## src/rtl/fdiv_iter.sv

```systemverilog
// -----------------------------------------------------------------------------
// fdiv_iter -- iterative IEEE binary32 divider, d = s / t.
//
// Restoring division producing one quotient bit per clock, followed by a single
// normalise/round cycle. Denormal inputs are treated as zero, rounding is
// round-to-nearest-even, exponent overflow saturates to +/-inf and exponent
// underflow flushes to +/-0. Latency is a fixed 28 edges from the accept edge
// to the first edge showing out_valid, for every operand class.
//
// Ports:
//   clk         in   clock, rising-edge
//   rst         in   asynchronous active-high reset
//   in_valid    in   operands s, t valid
//   in_ready    out  idle, able to accept operands
//   s           in   dividend (binary32)
//   t           in   divisor (binary32)
//   out_valid   out  d and flags valid
//   out_ready   in   consumer takes the result
//   d           out  quotient (binary32)
//   overflow    out  result saturated to +/-inf by exponent overflow
//   underflow   out  result flushed to +/-0 by exponent underflow
//   div_by_zero out  finite nonzero dividend divided by zero
// -----------------------------------------------------------------------------
module fdiv_iter (
    input  logic        clk,
    input  logic        rst,
    input  logic        in_valid,
    output logic        in_ready,
    input  logic [31:0] s,
    input  logic [31:0] t,
    output logic        out_valid,
    input  logic        out_ready,
    output logic [31:0] d,
    output logic        overflow,
    output logic        underflow,
    output logic        div_by_zero
);

    typedef enum logic [1:0] {
        ST_IDLE = 2'd0,
        ST_DIV  = 2'd1,
        ST_NORM = 2'd2,
        ST_DONE = 2'd3
    } state_t;

    // Operand classification helpers (exponent 0 counts as zero, so denormals flush).
    function automatic logic f_is_nan(input logic [31:0] x);
        f_is_nan = (x[30:23] == 8'hFF) && (x[22:0] != 23'd0);
    endfunction

    function automatic logic f_is_inf(input logic [31:0] x);
        f_is_inf = (x[30:23] == 8'hFF) && (x[22:0] == 23'd0);
    endfunction

    function automatic logic f_is_zero(input logic [31:0] x);
        f_is_zero = (x[30:23] == 8'h00);
    endfunction

    state_t       r_state;
    state_t       w_next_state;

    logic [31:0]  r_s;
    logic [31:0]  r_t;
    logic [25:0]  r_rem;
    logic [25:0]  r_q;
    logic [4:0]   r_cnt;
    logic         r_in_ready;
    logic         r_out_valid;
    logic [31:0]  r_d;
    logic         r_ovf;
    logic         r_unf;
    logic         r_dbz;

    // Division step
    logic [25:0]  w_mt;
    logic         w_ge;
    logic [25:0]  w_diff;
    logic [25:0]  w_rem_next;
    logic [25:0]  w_q_next;

    // Normalise / round
    logic         w_sign;
    logic [23:0]  w_mant;
    logic         w_guard;
    logic         w_sticky;
    logic         w_round_up;
    logic [24:0]  w_mant_sum;
    logic [23:0]  w_mant_rnd;
    logic signed [9:0] w_exp_base;
    logic signed [9:0] w_exp_rnd;
    logic [31:0]  w_res_d;
    logic         w_res_ovf;
    logic         w_res_unf;
    logic         w_res_dbz;

    assign in_ready    = r_in_ready;
    assign out_valid   = r_out_valid;
    assign d           = r_d;
    assign overflow    = r_ovf;
    assign underflow   = r_unf;
    assign div_by_zero = r_dbz;

    // One restoring step: subtract the divisor when it fits, then shift left.
    always_comb begin
        w_mt = {3'b001, r_t[22:0]};
        w_ge = (r_rem >= w_mt);
        if (w_ge) begin
            w_diff = r_rem - w_mt;
        end else begin
            w_diff = r_rem;
        end
        w_rem_next = w_diff << 1;
        w_q_next   = {r_q[24:0], w_ge};
    end

    // Normalise the 26-bit quotient, round to nearest even, and pick special results.
    always_comb begin
        w_sign = r_s[31] ^ r_t[31];
        if (r_q[25]) begin
            w_mant     = r_q[25:2];
            w_guard    = r_q[1];
            w_sticky   = (r_rem != 26'd0) | r_q[0];
            w_exp_base = $signed({2'b00, r_s[30:23]}) - $signed({2'b00, r_t[30:23]}) + 10'sd127;
        end else begin
            w_mant     = r_q[24:1];
            w_guard    = r_q[0];
            w_sticky   = (r_rem != 26'd0);
            w_exp_base = $signed({2'b00, r_s[30:23]}) - $signed({2'b00, r_t[30:23]}) + 10'sd126;
        end

        w_round_up = w_guard & (w_sticky | w_mant[0]);
        w_mant_sum = {1'b0, w_mant} + {24'd0, w_round_up};
        // A carry out of 24 bits leaves 1.000... and bumps the exponent.
        if (w_mant_sum[24]) begin
            w_mant_rnd = 24'h800000;
            w_exp_rnd  = w_exp_base + 10'sd1;
        end else begin
            w_mant_rnd = w_mant_sum[23:0];
            w_exp_rnd  = w_exp_base;
        end

        w_res_d   = {w_sign, w_exp_rnd[7:0], w_mant_rnd[22:0]};
        w_res_ovf = 1'b0;
        w_res_unf = 1'b0;
        w_res_dbz = 1'b0;

        if (f_is_nan(r_s)) begin
            w_res_d = r_s | 32'h0040_0000;
        end else if (f_is_nan(r_t)) begin
            w_res_d = r_t | 32'h0040_0000;
        end else if ((f_is_inf(r_s) && f_is_inf(r_t)) || (f_is_zero(r_s) && f_is_zero(r_t))) begin
            w_res_d = 32'h7FC0_0000;
        end else if (f_is_inf(r_s)) begin
            w_res_d = {w_sign, 8'hFF, 23'd0};
        end else if (f_is_inf(r_t)) begin
            w_res_d = {w_sign, 31'd0};
        end else if (f_is_zero(r_t)) begin
            w_res_d   = {w_sign, 8'hFF, 23'd0};
            w_res_dbz = 1'b1;
        end else if (f_is_zero(r_s)) begin
            w_res_d = {w_sign, 31'd0};
        end else if (w_exp_rnd >= 10'sd255) begin
            w_res_d   = {w_sign, 8'hFF, 23'd0};
            w_res_ovf = 1'b1;
        end else if (w_exp_rnd <= 10'sd0) begin
            w_res_d   = {w_sign, 31'd0};
            w_res_unf = 1'b1;
        end else begin
            w_res_d = {w_sign, w_exp_rnd[7:0], w_mant_rnd[22:0]};
        end
    end

    // Next-state logic.
    always_comb begin
        w_next_state = r_state;
        case (r_state)
            ST_IDLE: begin
                if (in_valid) begin
                    w_next_state = ST_DIV;
                end else begin
                    w_next_state = ST_IDLE;
                end
            end
            ST_DIV: begin
                if (r_cnt == 5'd0) begin
                    w_next_state = ST_NORM;
                end else begin
                    w_next_state = ST_DIV;
                end
            end
            ST_NORM: begin
                w_next_state = ST_DONE;
            end
            ST_DONE: begin
                if (out_ready) begin
                    w_next_state = ST_IDLE;
                end else begin
                    w_next_state = ST_DONE;
                end
            end
            default: begin
                w_next_state = ST_IDLE;
            end
        endcase
    end

    // State register.
    always_ff @(posedge clk or posedge rst) begin
        if (rst) begin
            r_state <= ST_IDLE;
        end else begin
            r_state <= w_next_state;
        end
    end

    // Datapath and registered outputs.
    always_ff @(posedge clk or posedge rst) begin
        if (rst) begin
            r_s         <= 32'd0;
            r_t         <= 32'd0;
            r_rem       <= 26'd0;
            r_q         <= 26'd0;
            r_cnt       <= 5'd0;
            r_in_ready  <= 1'b1;
            r_out_valid <= 1'b0;
            r_d         <= 32'd0;
            r_ovf       <= 1'b0;
            r_unf       <= 1'b0;
            r_dbz       <= 1'b0;
        end else begin
            case (r_state)
                ST_IDLE: begin
                    if (in_valid) begin
                        r_s        <= s;
                        r_t        <= t;
                        r_rem      <= {3'b001, s[22:0]};
                        r_q        <= 26'd0;
                        r_cnt      <= 5'd25;
                        r_in_ready <= 1'b0;
                        r_ovf      <= 1'b0;
                        r_unf      <= 1'b0;
                        r_dbz      <= 1'b0;
                    end
                end
                ST_DIV: begin
                    r_rem <= w_rem_next;
                    r_q   <= w_q_next;
                    if (r_cnt != 5'd0) begin
                        r_cnt <= r_cnt - 5'd1;
                    end
                end
                ST_NORM: begin
                    r_d         <= w_res_d;
                    r_ovf       <= w_res_ovf;
                    r_unf       <= w_res_unf;
                    r_dbz       <= w_res_dbz;
                    r_out_valid <= 1'b1;
                end
                ST_DONE: begin
                    if (out_ready) begin
                        r_out_valid <= 1'b0;
                        r_in_ready  <= 1'b1;
                    end
                end
                default: begin
                    r_in_ready  <= 1'b1;
                    r_out_valid <= 1'b0;
                end
            endcase
        end
    end

endmodule

```

## config.mk

```make
export PLATFORM = sky130hd
export DESIGN_NAME = fdiv_iter
export DESIGN_NICKNAME = d
export VERILOG_FILES = /design/src/rtl/fdiv_iter.sv
export SDC_FILE = /design/constraint.sdc
export NUM_CORES = 1
export LEC_CHECK = 0
export BUFFER_PORTS_ARGS = -buffer_cell sky130_fd_sc_hd__buf_2
export CAP_MARGIN = 10
export CORE_ASPECT_RATIO = 0.8
export CORE_MARGIN = 1.5
export CORE_UTILIZATION = 45
export CTS_CLUSTER_SIZE = 12
export DETAILED_ROUTE_END_ITERATION = 10
export GPL_TIMING_DRIVEN = 0
export SLEW_MARGIN = 20
export SYNTH_ARGS = -nofsm -noshare
export SYNTH_HDL_FRONTEND = slang
export SYNTH_SLANG_ARGS = --single-unit
```

## constraint.sdc

```tcl
create_clock -name clk -period 13.55 [get_ports clk]
set_clock_uncertainty 0.1 [all_clocks]
set_input_delay 1.355 -clock clk [delete_from_list [all_inputs] [get_ports clk]]
set_output_delay 1.355 -clock clk [all_outputs]
set_load 0.005 [all_outputs]
```

==> results of run 1 <==
[where the power goes]
| part | internal, mW | switching (mW) | leakage (nW) | total [mW] |
|---|---|---|---|---|
| Sequential | 0.710 | 0.231 | 1.96 | 0.941 |
| Clock | 0.259 | 0.216 | 0.257 | 0.476 |
| Combinational | 0.984 | 1.59 | 3.04 | 2.57 |
[registers in the layout, indices dropped and copies added (netlist names)]
register / count
out_valid: 1
r_cnt: 5
underflow: 1
overflow: 1
div_by_zero: 1
r_state: 2
r_s: 32
d: 32
r_rem: 26
in_ready: 1
r_t: 32
r_q: 26
[synth_stat cells, drive strengths merged, types with 6 or more instances]
cell type / instances
clkbuf: 62
and2: 6
a311oi: 12
and3: 17
xor2: 17
buf: 21
nand4: 36
mux2i: 16
nor4: 28
a211oi: 20
nand2b: 14
nand2: 247
o211ai: 12
nor2b: 13
nand3: 43
nor2: 70
or3: 29
dfrtp: 159
o21a: 8
xnor2: 27
inv: 56
a21o: 19
o31ai: 12
ha: 38
a31oi: 12
nor3: 27
o21ai: 102
a21oi: 113
a2111oi: 8
[worst min-delay path by stage]
stage,slack (ns),end,cells after the start,startpoint
after global routing,0.42,d[28],1,d[28]
final,0.38,out_valid,2,out_valid
after global placement,0.36,out_valid,2,out_valid
after detailed placement,0.36,out_valid,2,out_valid
after floorplan,0.35,r_s[22],2,r_s[22]
after CTS,0.38,out_valid,2,out_valid
[worst min-delay path, stage by stage (launching register included)]
cell	delay, ns
dfrtp_1	0.35
nand2_1	0.05
nand2_1	0.06
[final cells by class]
class / count / area, sq um / area share
Clock inverter: 11 / 108 / 0.00889
Sequential cell: 160 / 4010 / 0.331
Multi-Input combinational cell: 1015 / 6030 / 0.498
Timing Repair Buffer: 106 / 553 / 0.0457
Buffer: 83 / 355 / 0.0294
Inverter: 56 / 218 / 0.0180
Clock buffer: 21 / 450 / 0.0372
Tap cell: 306 / 383 / 0.0316
[metrics by stage]
| step | utilization | hold slack [ns] | instances | worst slack (ns) |
|---|---|---|---|---|
| floorplan | - | 0.347 | 1314 | 7.78 |
| global placement | 0.504 | 0.357 | 1724 | 5.65 |
| detailed placement | 0.506 | 0.357 | 1726 | 7.40 |
| CTS | 0.531 | 0.383 | 1758 | 7.34 |
| global route | 0.531 | 0.422 | 1758 | 6.77 |
| finish | 0.531 | 0.383 | 1758 | 7.21 |
[kinds of logic (layout without fill, tap and decap cells)]
kind of cell | count (synthesis) | count (layout) | synth area share
flops | 160 | 160 | 0.378
fa+ha+maj | 39 | 39 | 0.0468
buf+inv | 139 | 277 | 0.0534
xor+xnor | 45 | 45 | 0.0386
compound gates | 358 | 358 | 0.212
simple gates | 552 | 552 | 0.250
mux | 21 | 21 | 0.0204
[metal layers]
metal	part of all wire	GRT usage	wire length, um
met1	0.49	0.479	17900
met2	0.40	0.419	14600
met3	0.088	0.0589	3200
met4	0.022	0.0963	807
met5	0	0	0
==> flow_summary.json, run 1 <==
{
  "synth_top_area_frac": 0.376,
  "post-cts-setup-buffer-count": 0,
  "synthArstFlopShare": 1.00,
  "most-common-layout-cells": "nand2_1 (247), dfrtp_1 (159), buf_2 (114)",
  "grt_max_degree": 82,
  "max_stage_delay_ns": 0.57,
  "cts_resized": 0,
  "worstSetupPathDepth": 22,
  "slew_headroom": 0.319,
  "cts_num_sinks": 160,
  "synth_ff_type": "dfrtp_1",
  "via_per_inst": 5.94,
  "outcome": "completed",
  "worst_pin_slew_ns": 1.01,
  "initialDrtViolationCount": 1277,
  "nNetsFinal": 1546,
  "path_class": "register to register",
  "final_common_cell": "nand2_1",
  "path_cells": "buf_4 > buf_2 > buf_1 > clkbuf_1 > a211oi_1 > nand4_1 > o41a_1 > ha_1 > ha_1 > nand3_1 > nand4bb_1 > nor4_4 > and2_1 > buf_4 > nand4_2 > a211oi_1 > xor2_1 > nor2_1 > a21boi_4 > buf_6 > nand4_1 > a21oi_1",
  "setup_viol": 0,
  "r2r-end": "d[2]",
  "crit_end": "d[2]",
  "cts_tree": "yes",
  "cp_slowest_cell": "clkbuf_1",
  "synth_area_sq_um": 10600,
  "die-area_sq_um": 24500,
  "portBuffers": 104,
  "r2r_slack_ns": 7.21,
  "cts_root_buffer": "clkbuf_16",
  "dp_hpwl_um": 27700,
  "first_pass_iters": 6,
  "power_mw": 3.99,
  "max_freq_mhz": 158,
  "crit_family": "buffers and inverters",
  "drc": 0,
  "syn_area_per_cell_sq_um": 8.06,
  "tns_ns": 0,
  "yosysSeqAreaShare": 0.378,
  "grt_pass1_vias": 9820,
  "slew_violations": 0,
  "ant_nets": 0,
  "htreeDepth": 4,
  "vias": 10400,
  "numCtsBuffers": 17,
  "grt-ovfl-total": 0,
  "antenna_cells": 0,
  "synth.area.top_cells": "dfrtp_1 (38%), nand2_1 (8.8%), a21oi_1 (5.3%), o21ai_0 (4.6%), ha_1 (4.5%)",
  "period_needed_ns": 6.34,
  "synthCells": 1314,
  "cp-end-kind": "register",
  "pin_count": 105,
  "synthesis.nets": 1421,
  "area_growth_pct": 14.3,
  "ctsHoldBuffers": 0,
  "final_area_sq_um": 12100,
  "ys_ff_latch": 160,
  "reg2reg_depth": 22,
  "critPathArrivalTime_ns": 6.61,
  "synth.distinct_cells": 81,
  "die_w_um": 175,
  "startpoint": "r_q[25]",
  "rsz0062_at_grt": "false",
  "drive_above_1_share": 0.122,
  "wirelength_um": 36600,
  "required_ns": 13.81,
  "fillers": 2258,
  "synth_top_area_cell": "dfrtp_1",
  "gp_congestion": 0.931,
  "clk_latency_ns": 0.45,
  "period_share": 0.468,
  "power_density_nw_per_um2": 329,
  "p_leak_nw": 5.26,
  "vdd_drop_max_v": 0.000157,
  "crit_path_max_fanout": 10,
  "core_sq_um": 22800,
  "synth_edf_count": 0,
  "hold_viol": 0,
  "cp_num_buf_inv": 6,
  "grt_usage": 0.306,
  "start_util": 0.464,
  "yosys_warnings": 0,
  "path_clk_slew_ns": 0.07,
  "maxCapViolCount": 0,
  "clock_path_buffers": 2,
  "worstHoldPathType": "register to register",
  "grt_pass1_wl_um": 57300,
  "antenna_found_initial": 0,
  "die-height_um": 140,
  "critical_path.reg2reg.startpoint": "r_q[25]",
  "crit_path_start_kind": "register",
  "dpl_cell_area_sq_um": 11500,
  "rows": 49,
  "wl_per_cell_um": 20.8
}
Note: power is estimated with default switching activity, not from simulation.
==> run 2: changes to the inputs <==
--- a/config.mk
+++ b/config.mk
@@ -5,6 +5,7 @@
 export SDC_FILE = /design/constraint.sdc
 export NUM_CORES = 1
 export LEC_CHECK = 0
+export ABC_AREA = 1
 export BUFFER_PORTS_ARGS = -buffer_cell sky130_fd_sc_hd__buf_2
 export CAP_MARGIN = 10
 export CORE_ASPECT_RATIO = 0.8
@@ -13,6 +14,7 @@
 export CTS_CLUSTER_SIZE = 12
 export DETAILED_ROUTE_END_ITERATION = 10
 export GPL_TIMING_DRIVEN = 0
+export PLACE_DENSITY = 0.66
 export SLEW_MARGIN = 20
 export SYNTH_ARGS = -nofsm -noshare
 export SYNTH_HDL_FRONTEND = slang
==> constraint.sdc (replaced) <==
create_clock -name clk -period 5.1 [get_ports clk]
set_clock_uncertainty 0.1 [all_clocks]
set_input_delay 0.51 -clock clk [delete_from_list [all_inputs] [get_ports clk]]
set_output_delay 0.51 -clock clk [all_outputs]
set_load 0.005 [all_outputs]
==> flow_summary.json, run 2 <==
{
  "cts_tree": "yes",
  "final_common_cell": "nand2_1",
  "synth_ff_type": "dfrtp_1",
  "start_util": 0.462,
  "pin_count": 105,
  "synth_area_sq_um": 10900,
  "synth_edf_count": 0,
  "antenna_found_initial": 0,
  "synth_top_area_frac": 0.366,
  "htreeDepth": 4,
  "maxCapViolCount": 0,
  "wirelength_um": 34800,
  "required_ns": 5.38,
  "die_w_um": 177,
  "crit_path_max_fanout": 10,
  "grt-ovfl-total": 0,
  "worstHoldPathType": "input port to asynchronous set/reset pin",
  "vias": 10800,
  "synth_top_area_cell": "dfrtp_1",
  "synthesis.nets": 1677,
  "grt_pass1_wl_um": 54000,
  "setup_viol": 0,
  "outcome": "completed",
  "yosysSeqAreaShare": 0.368,
  "ctsHoldBuffers": 0,
  "core_sq_um": 23600,
  "synthCells": 1570,
  "path_class": "register to register",
  "ant_nets": 0,
  "fillers": 2378,
  "most-common-layout-cells": "nand2_1 (515), inv_1 (203), dfrtp_1 (159)",
  "slew_headroom": 0.348,
  "worst_pin_slew_ns": 0.967,
  "clk_latency_ns": 0.45,
  "syn_area_per_cell_sq_um": 6.93,
  "clock_path_buffers": 2,
  "cts_root_buffer": "clkbuf_16",
  "yosysMostFrequentCell": "nand2_1",
  "path_clk_slew_ns": 0.06,
  "cp_slowest_cell": "dfrtp_1",
  "dp_hpwl_um": 27400,
  "cts_resized": 0,
  "hold_viol": 0,
  "rows": 50,
  "area_growth_pct": 14.6,
  "grt_max_degree": 86,
  "multiInputGateArea_sq_um": 5780,
  "rsz0062_at_grt": "false",
  "cts_num_sinks": 160,
  "yosys_warnings": 0,
  "crit_path_start_kind": "register",
  "first_pass_iters": 5,
  "period_share": 0.901,
  "post-cts-setup-buffer-count": 0,
  "synth.distinct_cells": 54,
  "drive_above_1_share": 0.127,
  "period_needed_ns": 4.60,
  "grt_pass1_vias": 9820,
  "die-height_um": 142,
  "synth.area.top_cells": "dfrtp_1 (37%), nand2_1 (18%), inv_1 (7.0%), o21ai_0 (6.4%), ha_1 (4.4%)",
  "via_per_inst": 5.33,
  "drc": 0,
  "initialDrtViolationCount": 1015,
  "gp_congestion": 0.959,
  "synthArstFlopShare": 1.00,
  "critPathArrivalTime_ns": 4.88,
  "seq_area_sq_um": 4010,
  "tns_ns": 0,
  "die-area_sq_um": 25100,
  "portBuffers": 104,
  "nNetsFinal": 1801,
  "grt_usage": 0.285,
  "cp-end-kind": "register",
  "max_stage_delay_ns": 0.37,
  "antenna_cells": 0,
  "wl_per_cell_um": 17.2,
  "synth_common_cells": "nand2_1 (515), inv_1 (204), dfrtp_1 (159), o21ai_0 (139), nand3_1 (88)",
  "numCtsBuffers": 17,
  "slew_violations": 0,
  "ys_ff_latch": 160,
  "critPathMostFrequentCell": "nand2_1",
  "max_freq_mhz": 218
}
[run 2: cell count changes in the layout (fill, tap and decap cells not counted), sizes merged, moves of 18 or more]
cell	previous run	this run
a211oi	20	2
a21oi	113	49
clkbuf	83	59
inv	59	215
nand2	247	544
nand3	43	93
nor2	70	97
nor3	27	9
o21ai	102	151
o22ai	3	28
or3	29	0
xnor2	27	9
[run 2: per-stage QoR]
step	std cells	hold WS [ns]	setup WS, ns	area [sq um]	utilization
finish	2019	0.0418	0.503	12500	0.529
global route	2019	0.0843	0.221	12500	0.529
CTS	2019	0.0623	0.592	12500	0.529
detailed placement	1987	0.362	0.600	11800	0.502
global placement	1986	0.358	-1.82	11800	0.500
floorplan	1570	0.351	0.172	10900	-
[run 2: final timing paths]
path                          from        to  slack [ns]  cells after the start
setup / recovery           r_q[25]     d[14]        0.50                     30
min in group clk             s[28]   r_s[28]        0.15                      3
hold / removal                 rst  r_cnt[0]        0.04                      2
hold reg to reg               d[9]      d[9]        0.38                      2
max in group asynchronous      rst     d[26]        4.04                      3
setup reg to reg           r_q[25]     d[14]        0.50                     30
[run 2: logic make-up (layout without fill, tap and decap cells)]
| family | count (synthesis) | in the layout | synth area share |
|---|---|---|---|
| AND/OR/NAND/NOR | 802 | 802 | 0.321 |
| buffers and inverters | 269 | 406 | 0.101 |
| AO/OA/AOI/OAI | 268 | 268 | 0.139 |
| flip-flops | 160 | 160 | 0.368 |
| adder cells (fa/ha/maj) | 39 | 39 | 0.0455 |
| XOR/XNOR | 31 | 31 | 0.0249 |
| multiplexers | 1 | 1 | 0.000920 |
[run 2: final cells by class]
type	count	area share
multi-input cells	1141	0.464
flip-flops and latches	160	0.321
inverters	216	0.0660
repair buffers	105	0.0439
clock buffers	22	0.0372
well taps	312	0.0313
plain buffers	53	0.0225
clock inverters	10	0.0145
[run 2: critical path: cells and delay by family, from the launching register on]
kind | cells | cell delay (ns)
and+or+nand+nor | 18 | 2.04
buffers and inverters | 6 | 0.89
AOI/OAI and AO/OA | 4 | 0.67
DFF | 1 | 0.37
adders and majority gates | 2 | 0.47
[run 2: layer usage]
layer  share of wire  track usage  vias to the layer above
met5               0            0                        -
met4           0.021       0.0803                        0
met3            0.10       0.0921                       45
met2            0.39        0.385                      443
met1            0.49        0.427                     4955
li1                -            -                     5327
Power of run 2 is left out: the tool's default activity adds up to more than one toggle a clock period on the data nets, which glitch-free logic cannot reach.
